## src/rtl/seq_div_if.sv

```systemverilog
// Operand/result bundle for the sequential divider.
//   master: drives start, dividend, divisor; observes busy, done and the result.
//   slave : the divider itself.
interface seq_div_if #(
  parameter int unsigned N = 8
);
  logic         start;
  logic [N-1:0] dividend;
  logic [N-1:0] divisor;
  logic         busy;
  logic         done;
  logic [N-1:0] quotient;
  logic [N-1:0] remainder;
  logic         div_by_zero;

  modport master (
    output start, dividend, divisor,
    input  busy, done, quotient, remainder, div_by_zero
  );

  modport slave (
    input  start, dividend, divisor,
    output busy, done, quotient, remainder, div_by_zero
  );
endinterface

```

## src/rtl/seq_div.sv

```systemverilog
// Sequential restoring divider: one quotient bit per clock, N-bit unsigned
// operands, N-bit quotient and remainder with a one-cycle done pulse.
// Ports:
//   clk    rising-edge clock
//   rst_n  synchronous active-low reset
//   bus    seq_div_if.slave: start/dividend/divisor in;
//          busy/done/quotient/remainder/div_by_zero out (all registered)
// Optional feature macro: SEQ_DIV_DBZ_EN -- when defined, a zero divisor
// skips iteration, completes one edge after start and raises div_by_zero.
// When undefined, a zero divisor runs the full N steps and div_by_zero is 0.
module seq_div #(
  parameter int unsigned N = 8
) (
  input logic     clk,
  input logic     rst_n,
  seq_div_if.slave bus
);

  localparam int unsigned CNT_W = $clog2(N);
  localparam logic [CNT_W-1:0] LAST_STEP = CNT_W'(N - 1);

  typedef enum logic [1:0] {
    S_IDLE,
    S_RUN,
    S_DONE
  } state_t;

  state_t           state_q;
  logic [CNT_W-1:0] cnt_q;
  // The partial remainder is always below the divisor, so its top bit is
  // always zero; only the low N bits are stored.
  logic [N-1:0]     r_q;
  logic [N-1:0]     q_q;
  logic [N-1:0]     d_q;

  logic             busy_q;
  logic             done_q;
  logic [N-1:0]     quot_q;
  logic [N-1:0]     rem_q;
`ifdef SEQ_DIV_DBZ_EN
  logic             dbz_q;
`endif

  logic [N:0]       t_c;
  logic             ge_c;
  logic [N-1:0]     r_nxt_c;
  logic [N-1:0]     q_nxt_c;

  // One restoring step: N+1-bit trial subtraction, never wraps.
  always_comb begin
    t_c     = {r_q, q_q[N-1]};
    ge_c    = (t_c >= {1'b0, d_q});
    r_nxt_c = ge_c ? N'(t_c - {1'b0, d_q}) : N'(t_c);
    q_nxt_c = {q_q[N-2:0], ge_c};
  end

  // Control, datapath and registered outputs.
  always_ff @(posedge clk) begin
    if (!rst_n) begin
      state_q <= S_IDLE;
      cnt_q   <= '0;
      r_q     <= '0;
      q_q     <= '0;
      d_q     <= '0;
      busy_q  <= 1'b0;
      done_q  <= 1'b0;
      quot_q  <= '0;
      rem_q   <= '0;
`ifdef SEQ_DIV_DBZ_EN
      dbz_q   <= 1'b0;
`endif
    end else begin
      done_q <= 1'b0;
      case (state_q)
        S_IDLE, S_DONE: begin
          if (bus.start) begin
            r_q   <= '0;
            q_q   <= bus.dividend;
            d_q   <= bus.divisor;
            cnt_q <= '0;
`ifdef SEQ_DIV_DBZ_EN
            if (bus.divisor == '0) begin
              // Same values the plain algorithm would produce, one edge later.
              state_q <= S_DONE;
              busy_q  <= 1'b0;
              done_q  <= 1'b1;
              quot_q  <= '1;
              rem_q   <= bus.dividend;
              dbz_q   <= 1'b1;
            end else
`endif
            begin
              state_q <= S_RUN;
              busy_q  <= 1'b1;
            end
          end else begin
            state_q <= S_IDLE;
          end
        end

        S_RUN: begin
          r_q   <= r_nxt_c;
          q_q   <= q_nxt_c;
          cnt_q <= cnt_q + CNT_W'(1);
          if (cnt_q == LAST_STEP) begin
            state_q <= S_DONE;
            busy_q  <= 1'b0;
            done_q  <= 1'b1;
            quot_q  <= q_nxt_c;
            rem_q   <= r_nxt_c;
`ifdef SEQ_DIV_DBZ_EN
            dbz_q   <= 1'b0;
`endif
          end
        end

        default: begin
          state_q <= S_IDLE;
          busy_q  <= 1'b0;
        end
      endcase
    end
  end

  assign bus.busy      = busy_q;
  assign bus.done      = done_q;
  assign bus.quotient  = quot_q;
  assign bus.remainder = rem_q;
`ifdef SEQ_DIV_DBZ_EN
  assign bus.div_by_zero = dbz_q;
`else
  assign bus.div_by_zero = 1'b0;
`endif

endmodule

```

## src/flat_wrapper.sv

```systemverilog
// flat-port wrapper written by rule: the top's interface ports become plain ports
module seq_div_flat 
#(
  parameter int unsigned N = 8
)
  (clk, rst_n, bus_start, bus_dividend, bus_divisor, bus_busy, bus_done, bus_quotient, bus_remainder, bus_div_by_zero);
  seq_div_if #(.N(N)) bus_i ();
  input logic clk;
  input logic rst_n;
  input wire logic [$bits(bus_i.start)-1:0] bus_start;
  input wire logic [$bits(bus_i.dividend)-1:0] bus_dividend;
  input wire logic [$bits(bus_i.divisor)-1:0] bus_divisor;
  output wire logic [$bits(bus_i.busy)-1:0] bus_busy;
  output wire logic [$bits(bus_i.done)-1:0] bus_done;
  output wire logic [$bits(bus_i.quotient)-1:0] bus_quotient;
  output wire logic [$bits(bus_i.remainder)-1:0] bus_remainder;
  output wire logic [$bits(bus_i.div_by_zero)-1:0] bus_div_by_zero;
  assign bus_i.start = bus_start;
  assign bus_i.dividend = bus_dividend;
  assign bus_i.divisor = bus_divisor;
  assign bus_busy = bus_i.busy;
  assign bus_done = bus_i.done;
  assign bus_quotient = bus_i.quotient;
  assign bus_remainder = bus_i.remainder;
  assign bus_div_by_zero = bus_i.div_by_zero;
  seq_div #(.N(N)) u_core (.clk(clk), .rst_n(rst_n), .bus(bus_i));
endmodule
```

## config.mk

```make
export PLATFORM = sky130hd
export DESIGN_NAME = seq_div_flat
export DESIGN_NICKNAME = d
export VERILOG_FILES = /design/src/rtl/seq_div_if.sv /design/src/rtl/seq_div.sv /design/src/flat_wrapper.sv
export SDC_FILE = /design/constraint.sdc
export NUM_CORES = 1
export LEC_CHECK = 0
export ABC_AREA = 1
export ABC_CLOCK_PERIOD_IN_PS = 3200
export CAP_MARGIN = 30
export CORE_ASPECT_RATIO = 0.6
export CORE_MARGIN = 10
export CORE_UTILIZATION = 59
export CTS_BUF_LIST = sky130_fd_sc_hd__clkbuf_2
export CTS_CLUSTER_SIZE = 12
export DETAILED_ROUTE_END_ITERATION = 7
export GPL_TIMING_DRIVEN = 0
export PLACE_DENSITY_LB_ADDON = 0.25
export SLEW_MARGIN = 25
export SYNTH_ARGS = -nofsm -noshare
export SYNTH_HDL_FRONTEND = slang
export SYNTH_SLANG_ARGS = --single-unit
```

## constraint.sdc

```tcl
create_clock -name clk -period 3.2 [get_ports clk]
set_input_delay 0.48 -clock clk [delete_from_list [all_inputs] [get_ports clk]]
set_output_delay 0.48 -clock clk [all_outputs]
set_load 0.1 [all_outputs]
```

Word level (Yosys, flattened, before mapping)
Cells that the tools add are included.
- flip-flop bits (word level): 47
- latch bits: 0
- memory bits (writable): 0
- bits in read-only memories: 0
- input port bits: 19
- output and inout port bits: 19
- word-level logic and storage cells: 39
- memories: 0
- add/sub/neg operators: 2
- multiply operators: 0
- div/mod/pow operators: 0
- $lt $le $gt $ge: 1
- equal/unequal tests: 5
- shift operators: 0
- mux-type cells: 14
- bitwise operators: 0
- reductions and logical operators: 8
- operators by type and width (kind ; number):
    8-bit one-hot mux with 2 select lines ; 2
    8-bit two-way mux ; 3
    2-bit AND reduction ; 5
    9-bit by 8-bit >= comparator with 1-bit output ; 1
    8-bit subtractor ; 1
    3-bit one-hot mux with 2 select lines ; 1
    1-bit two-way mux ; 4
    2-bit one-hot mux with 2 select lines ; 1
    3-bit by 1-bit adder with 3-bit output, second input constant ; 1
    3-bit equality test, second input constant ; 1
    3-bit two-way mux ; 1
    2-bit by 1-bit equality test with 1-bit output, second input constant ; 1
    2-bit equality test, second input constant ; 1
    2-bit logical NOT ; 1
    2-bit two-way mux ; 1
    2-bit by 1-bit inequality test with 1-bit output, second input constant ; 1
    2-bit inequality test, second input constant ; 1
    1-bit one-hot mux with 2 select lines ; 1
    2-bit nonzero test ; 1
    2-bit OR reduction ; 1

Logic depth before layout (Yosys ltp)
- depth after elaboration: 4
- depth in mapped cells: 14
- mapped depth without buffers: 14

Worst setup path before layout
Ideal clock, no wire load.
- kind: flip-flop to flip-flop
- start: register u_core.d_q[2]
- end: register u_core.rem_q[6] (netlist: u_core.bus.remainder[6])
- library setup time: 0.114 ns
- data arrival time: 1.520 ns
- required time: 3.086 ns
- slack: 1.567 ns
- stages on the path, launching flop included: 12
- buffers on the path: 0
- clock period less this slack: 1.633 ns
- cells stage by stage: dfxtp_1 -> inv_1 -> ha_1 -> or2_4 -> nand3_2 -> nand2_2 -> nand2_4 -> nand2_8 -> nand2_2 -> nand2_1 -> o21bai_1 -> inv_1
- longest elaborated chain between the ends: 2
- elaborated cells between the ends (all ways): 3
- classes of those cells: 1 x add/sub; 1 x order compare; 1 x mux
- ends and longest elaborated chain (element ; line ; source):
    from (decl) ; seq_div.sv:34 ; logic [N-1:0] d_q;
    from (signal assigned) ; seq_div.sv:79 ; d_q <= bus.divisor;
    8-bit subtractor or 9-bit by 8-bit >= comparator with 1-bit output (tied branches) ; seq_div.sv:53, seq_div.sv:52 ;
    8-bit two-way mux * ; seq_div.sv:53 ; r_nxt_c = ge_c ? N'(t_c - {1'b0, d_q}) : N'(t_c);
    to (signal assigned) ; seq_div.sv:110 ; rem_q <= r_nxt_c;
    to (decl) ; seq_div.sv:39 ; logic [N-1:0] rem_q;
Mark *: on every way between the ends. The rest lies on a longest branch, timed or not.
A chain may end at the register's enable or synchronous reset.

Worst setup path in the final report
- start: register u_core.rem_q[1] (netlist: u_core.bus.remainder[1])
- end: output bus_remainder[1]
- RTL lines (element ; line ; source):
    to (decl) ; flat_wrapper.sv:16 ; output wire logic [$bits(bus_i.remainder)-1:0] bus_remainder;
No word-level cell between the ends.

==> impl_metrics.env <==
export IMPL_pwr_density_cell_nw_per_um2=635
export IMPL_setup_repair_after_global_routing_missed_its_margin="false"
export IMPL_top_usage_layer="met2"
export IMPL_worstReg2RegStart="u_core.d_q[6]$_SDFFE_PN0P_"
export IMPL_grt_overflow_total=0
export IMPL_period_minus_slack_ns=2.46
export IMPL_cts_setup_buffers=0
export IMPL_fin_util_pct=75.1
export IMPL_syn_avg_cell_area_um2=7.60
export IMPL_drtIter0Drc=232
export IMPL_yosysUniqueCellTypes=35
export IMPL_detail_route_antenna_nets=0
export IMPL_clkLatencyLatePin_ns=0.43
export IMPL_routed_via_count=2232
export IMPL_worst_pin_slew_ns=1.00
export IMPL_cap_viol_max_count=0
export IMPL_track_usage_pct=17.0
export IMPL_grt_antenna_before_repair=0
export IMPL_routedWlPerCell_um=15.0
export IMPL_worstPathCellList="clkdlybuf4s50_1"
export IMPL_synth_seq_area_share_pct=39.8
export IMPL_fin_nets=384
export IMPL_slew_violations=0
export IMPL_clock_sink_count=47
export IMPL_fin_worst_hold_slack_ns=0.464
export IMPL_critical_path_reg2reg_endpoint="u_core.bus.remainder[4]$_SDFFE_PN0P_"
export IMPL_final_period_utilization_pct=76.9
export IMPL_routabilityCongestion=0.881
export IMPL_worst_endpoint_arrival_ns=1.98
export IMPL_status="finished, final reports clean"
export IMPL_via_count_of_the_first_global_routing_pass=2051
export IMPL_avgViaCountPerCell=5.55
export IMPL_num_io_pins=38
export IMPL_worst_setup_path_type="reg2out"
export IMPL_core_area_um2=3760
export IMPL_dpl_hpwl_um=4550
export IMPL_port_buffer_count=36
export IMPL_reg2regPathDepth=12
export IMPL_gr_usage_met3_pct=5.26
export IMPL_layout_area_overhead_vs_synth_pct=19.6
export IMPL_required_time_worst_endpoint_ns=2.72
export IMPL_cp_num_buf_inv=1
export IMPL_pre_cts_slack_ns=1.23
export IMPL_seq_cells_post_synth=47
export IMPL_setup_ws_ns=0.738
export IMPL_timing_setup_tns_ns=0
export IMPL_cts_buffers_inserted=5
export IMPL_nets_in_the_synthesized_netlist=341
export IMPL_grt_first_pass_wirelength_um=9770
export IMPL_ff2ff_setup_slack_ns=1.27
export IMPL_use_met1_pct=23.8
export IMPL_tritonroute_pass_1_iters=5
export IMPL_critPathMaxStageDelay_ns=1.14
export IMPL_ir_worst_vdd_mv=0.415
export IMPL_synthesis_area_um2=2360
export IMPL_critPathMaxFanout=2
export IMPL_ys_warnings=0
export IMPL_hold_path_class="reg2reg"
export IMPL_die_height_um=69.0
export IMPL_wl_um=6020
export IMPL_critical_path_startpoint_type="flop"
export IMPL_finalHoldViolCount=0
export IMPL_clock_skew_final_ns=0.0251
export IMPL_start_util_pct=62.8
export IMPL_post_cts_hold_buffer_count=0
export IMPL_critPathCaptureType="output pin"
export IMPL_fp_row_count=17
export IMPL_worst_hold_path_num_cells=1
export IMPL_antenna_diode_count=0
export IMPL_max_clock_freq_ghz=0.406
export IMPL_die_area_um2=7020
export IMPL_clock_tree_htree_level_count=2
export IMPL_grt_start_max_net_pins=16
export IMPL_filler_cell_count=284
export IMPL_synthesis_instances=311
export IMPL_cp_slowest_cell="sky130_fd_sc_hd__clkdlybuf4s50_1"
export IMPL_postCtsResizedCells=0
export IMPL_ctsRootBufferMaster="sky130_fd_sc_hd__clkbuf_2"
export IMPL_finalSetupViolCount=0
export IMPL_power_leakage_nw=1.28
export IMPL_grtUsageMet2_pct=24.0
export IMPL_drive_above_1_share_pct=11.8
export IMPL_tritoncts="yes"
export IMPL_rel_slew_slack_pct=33.1
export IMPL_chipWidth_um=102
export IMPL_remaining_drc_errors=0
export IMPL_clk_transition_reported_paths_ns=0.26
export IMPL_worst_hold_path_endpoint="u_core.bus.busy$_SDFFE_PN0P_"
export IMPL_dp_cells=394
export IMPL_hold_start="u_core.state_q[0]$_SDFFE_PN0P_"
export IMPL_cts_max_path_buffers=2
export IMPL_worst_path_dominant_cell_family="buffers and inverters"
export IMPL_layout_cells_non_filler=402
[per-layer routing]
metal / share of wire [%] / vias to the layer above
met3: 10 / 8
met4: 1.0 / 0
met5: 0 / -
li1: - / 1097
met1: 47 / 1022
met2: 41 / 105
[cells in the final DEF, fill, tap and decap left out, types with 5 or more instances in the layout]
master,n
sky130_fd_sc_hd__nand2_1,61
sky130_fd_sc_hd__dfxtp_1,47
sky130_fd_sc_hd__clkdlybuf4s50_1,36
sky130_fd_sc_hd__inv_1,30
sky130_fd_sc_hd__nor2_1,27
sky130_fd_sc_hd__o21ai_0,26
sky130_fd_sc_hd__a21oi_1,22
sky130_fd_sc_hd__nand3_1,18
sky130_fd_sc_hd__nand2_2,13
sky130_fd_sc_hd__ha_1,10
sky130_fd_sc_hd__clkbuf_1,6
sky130_fd_sc_hd__nand3b_1,5
sky130_fd_sc_hd__clkbuf_2,5
[worst max-delay path by stage]
stage | startpoint | endpoint | cells after the start
after floorplan | u_core.d_q[2]$_SDFFE_PN0P_ | u_core.bus.remainder[6]$_SDFFE_PN0P_ | 11
after global placement | u_core.bus.remainder[6]$_SDFFE_PN0P_ | bus_remainder[6] | 1
after detailed placement | u_core.bus.quotient[2]$_SDFFE_PN0P_ | bus_quotient[2] | 1
after CTS | u_core.bus.remainder[0]$_SDFFE_PN0P_ | bus_remainder[0] | 1
after global routing | u_core.bus.quotient[0]$_SDFFE_PN0P_ | bus_quotient[0] | 1
final | u_core.bus.remainder[1]$_SDFFE_PN0P_ | bus_remainder[1] | 1
[cell type report]
| class | count | area, um^2 | area share (%) |
|---|---|---|---|
| buffer | 13 | 73.8 | 2.61 |
| clock buffer | 5 | 25.0 | 0.885 |
| clock inverter | 3 | 20.0 | 0.708 |
| inverter | 34 | 128 | 4.51 |
| multi-input combinational | 217 | 1220 | 43.2 |
| sequential | 47 | 941 | 33.3 |
| tap | 47 | 58.8 | 2.08 |
| timing repair buffer | 36 | 360 | 12.7 |
[cells in the mapped netlist]
| cell | n | area, um^2 |
|---|---|---|
| sky130_fd_sc_hd__inv_1 | 30 | 113 |
| sky130_fd_sc_hd__o21bai_1 | 2 | 15.0 |
| sky130_fd_sc_hd__buf_4 | 4 | 30.0 |
| sky130_fd_sc_hd__inv_2 | 3 | 11.3 |
| sky130_fd_sc_hd__a31oi_1 | 2 | 12.5 |
| sky130_fd_sc_hd__nand2_4 | 1 | 11.3 |
| sky130_fd_sc_hd__xnor2_1 | 3 | 26.3 |
| sky130_fd_sc_hd__o21ai_0 | 26 | 130 |
| sky130_fd_sc_hd__nor2_4 | 4 | 45.0 |
| sky130_fd_sc_hd__nand2_1 | 61 | 229 |
| sky130_fd_sc_hd__dfxtp_1 | 47 | 941 |
| sky130_fd_sc_hd__nand3b_1 | 5 | 37.5 |
| sky130_fd_sc_hd__a211oi_1 | 2 | 15.0 |
| sky130_fd_sc_hd__or2_4 | 1 | 8.76 |
| sky130_fd_sc_hd__nor3_1 | 4 | 20.0 |
| sky130_fd_sc_hd__a21oi_1 | 22 | 110 |
| sky130_fd_sc_hd__a21oi_2 | 2 | 17.5 |
| sky130_fd_sc_hd__nand2_2 | 13 | 81.3 |
| sky130_fd_sc_hd__fa_1 | 1 | 20.0 |
| sky130_fd_sc_hd__nand4_1 | 1 | 6.26 |
| sky130_fd_sc_hd__buf_6 | 1 | 11.3 |
| sky130_fd_sc_hd__clkinv_1 | 1 | 3.75 |
| sky130_fd_sc_hd__nand3_2 | 1 | 10.0 |
| sky130_fd_sc_hd__nand3_1 | 18 | 90.1 |
| sky130_fd_sc_hd__nor2_1 | 27 | 101 |
| sky130_fd_sc_hd__ha_1 | 10 | 125 |
| sky130_fd_sc_hd__o221ai_1 | 3 | 26.3 |
| sky130_fd_sc_hd__nor2_8 | 1 | 20.0 |
| sky130_fd_sc_hd__or2_1 | 1 | 6.26 |
| sky130_fd_sc_hd__conb_1 | 1 | 3.75 |
| sky130_fd_sc_hd__clkbuf_1 | 6 | 22.5 |
| sky130_fd_sc_hd__o21a_1 | 3 | 22.5 |
| sky130_fd_sc_hd__nor3_2 | 1 | 10.0 |
| sky130_fd_sc_hd__buf_2 | 2 | 10.0 |
| sky130_fd_sc_hd__nand2_8 | 1 | 20.0 |
[where the power goes]
group / total (mW) / switching (mW) / internal (mW)
clock: 0.251 / 0.199 / 0.0526
sequential: 0.667 / 0.0344 / 0.633
combinational: 0.876 / 0.576 / 0.301
[flip-flops by register name, indices dropped and copies added (netlist names), 2 cells and up]
name	flops
u_core.r_q	8
u_core.bus.remainder	8
u_core.d_q	8
u_core.cnt_q	3
u_core.bus.quotient	8
u_core.q_q	8
u_core.state_q	2
[through the flow]
step	power, mW	area (um^2)
floorplan	1.34	2360
global placement	1.50	2780
detailed placement	1.52	2780
CTS	1.77	2830
global route	1.90	2830
finish	1.79	2830
[kinds of logic (layout without fill, tap and decap cells)]
family	count (synthesis)	in the layout	synth area share, %
XOR/XNOR	3	3	1.11
buffers and inverters	47	91	8.52
flip-flops	47	47	39.8
AND/OR/NAND/NOR	140	140	29.5
other	1	1	0.159
AO/OA/AOI/OAI	62	62	14.8
adder cells (fa/ha/maj)	11	11	6.14
No activity file was read; power rests on OpenSTA's default activity.
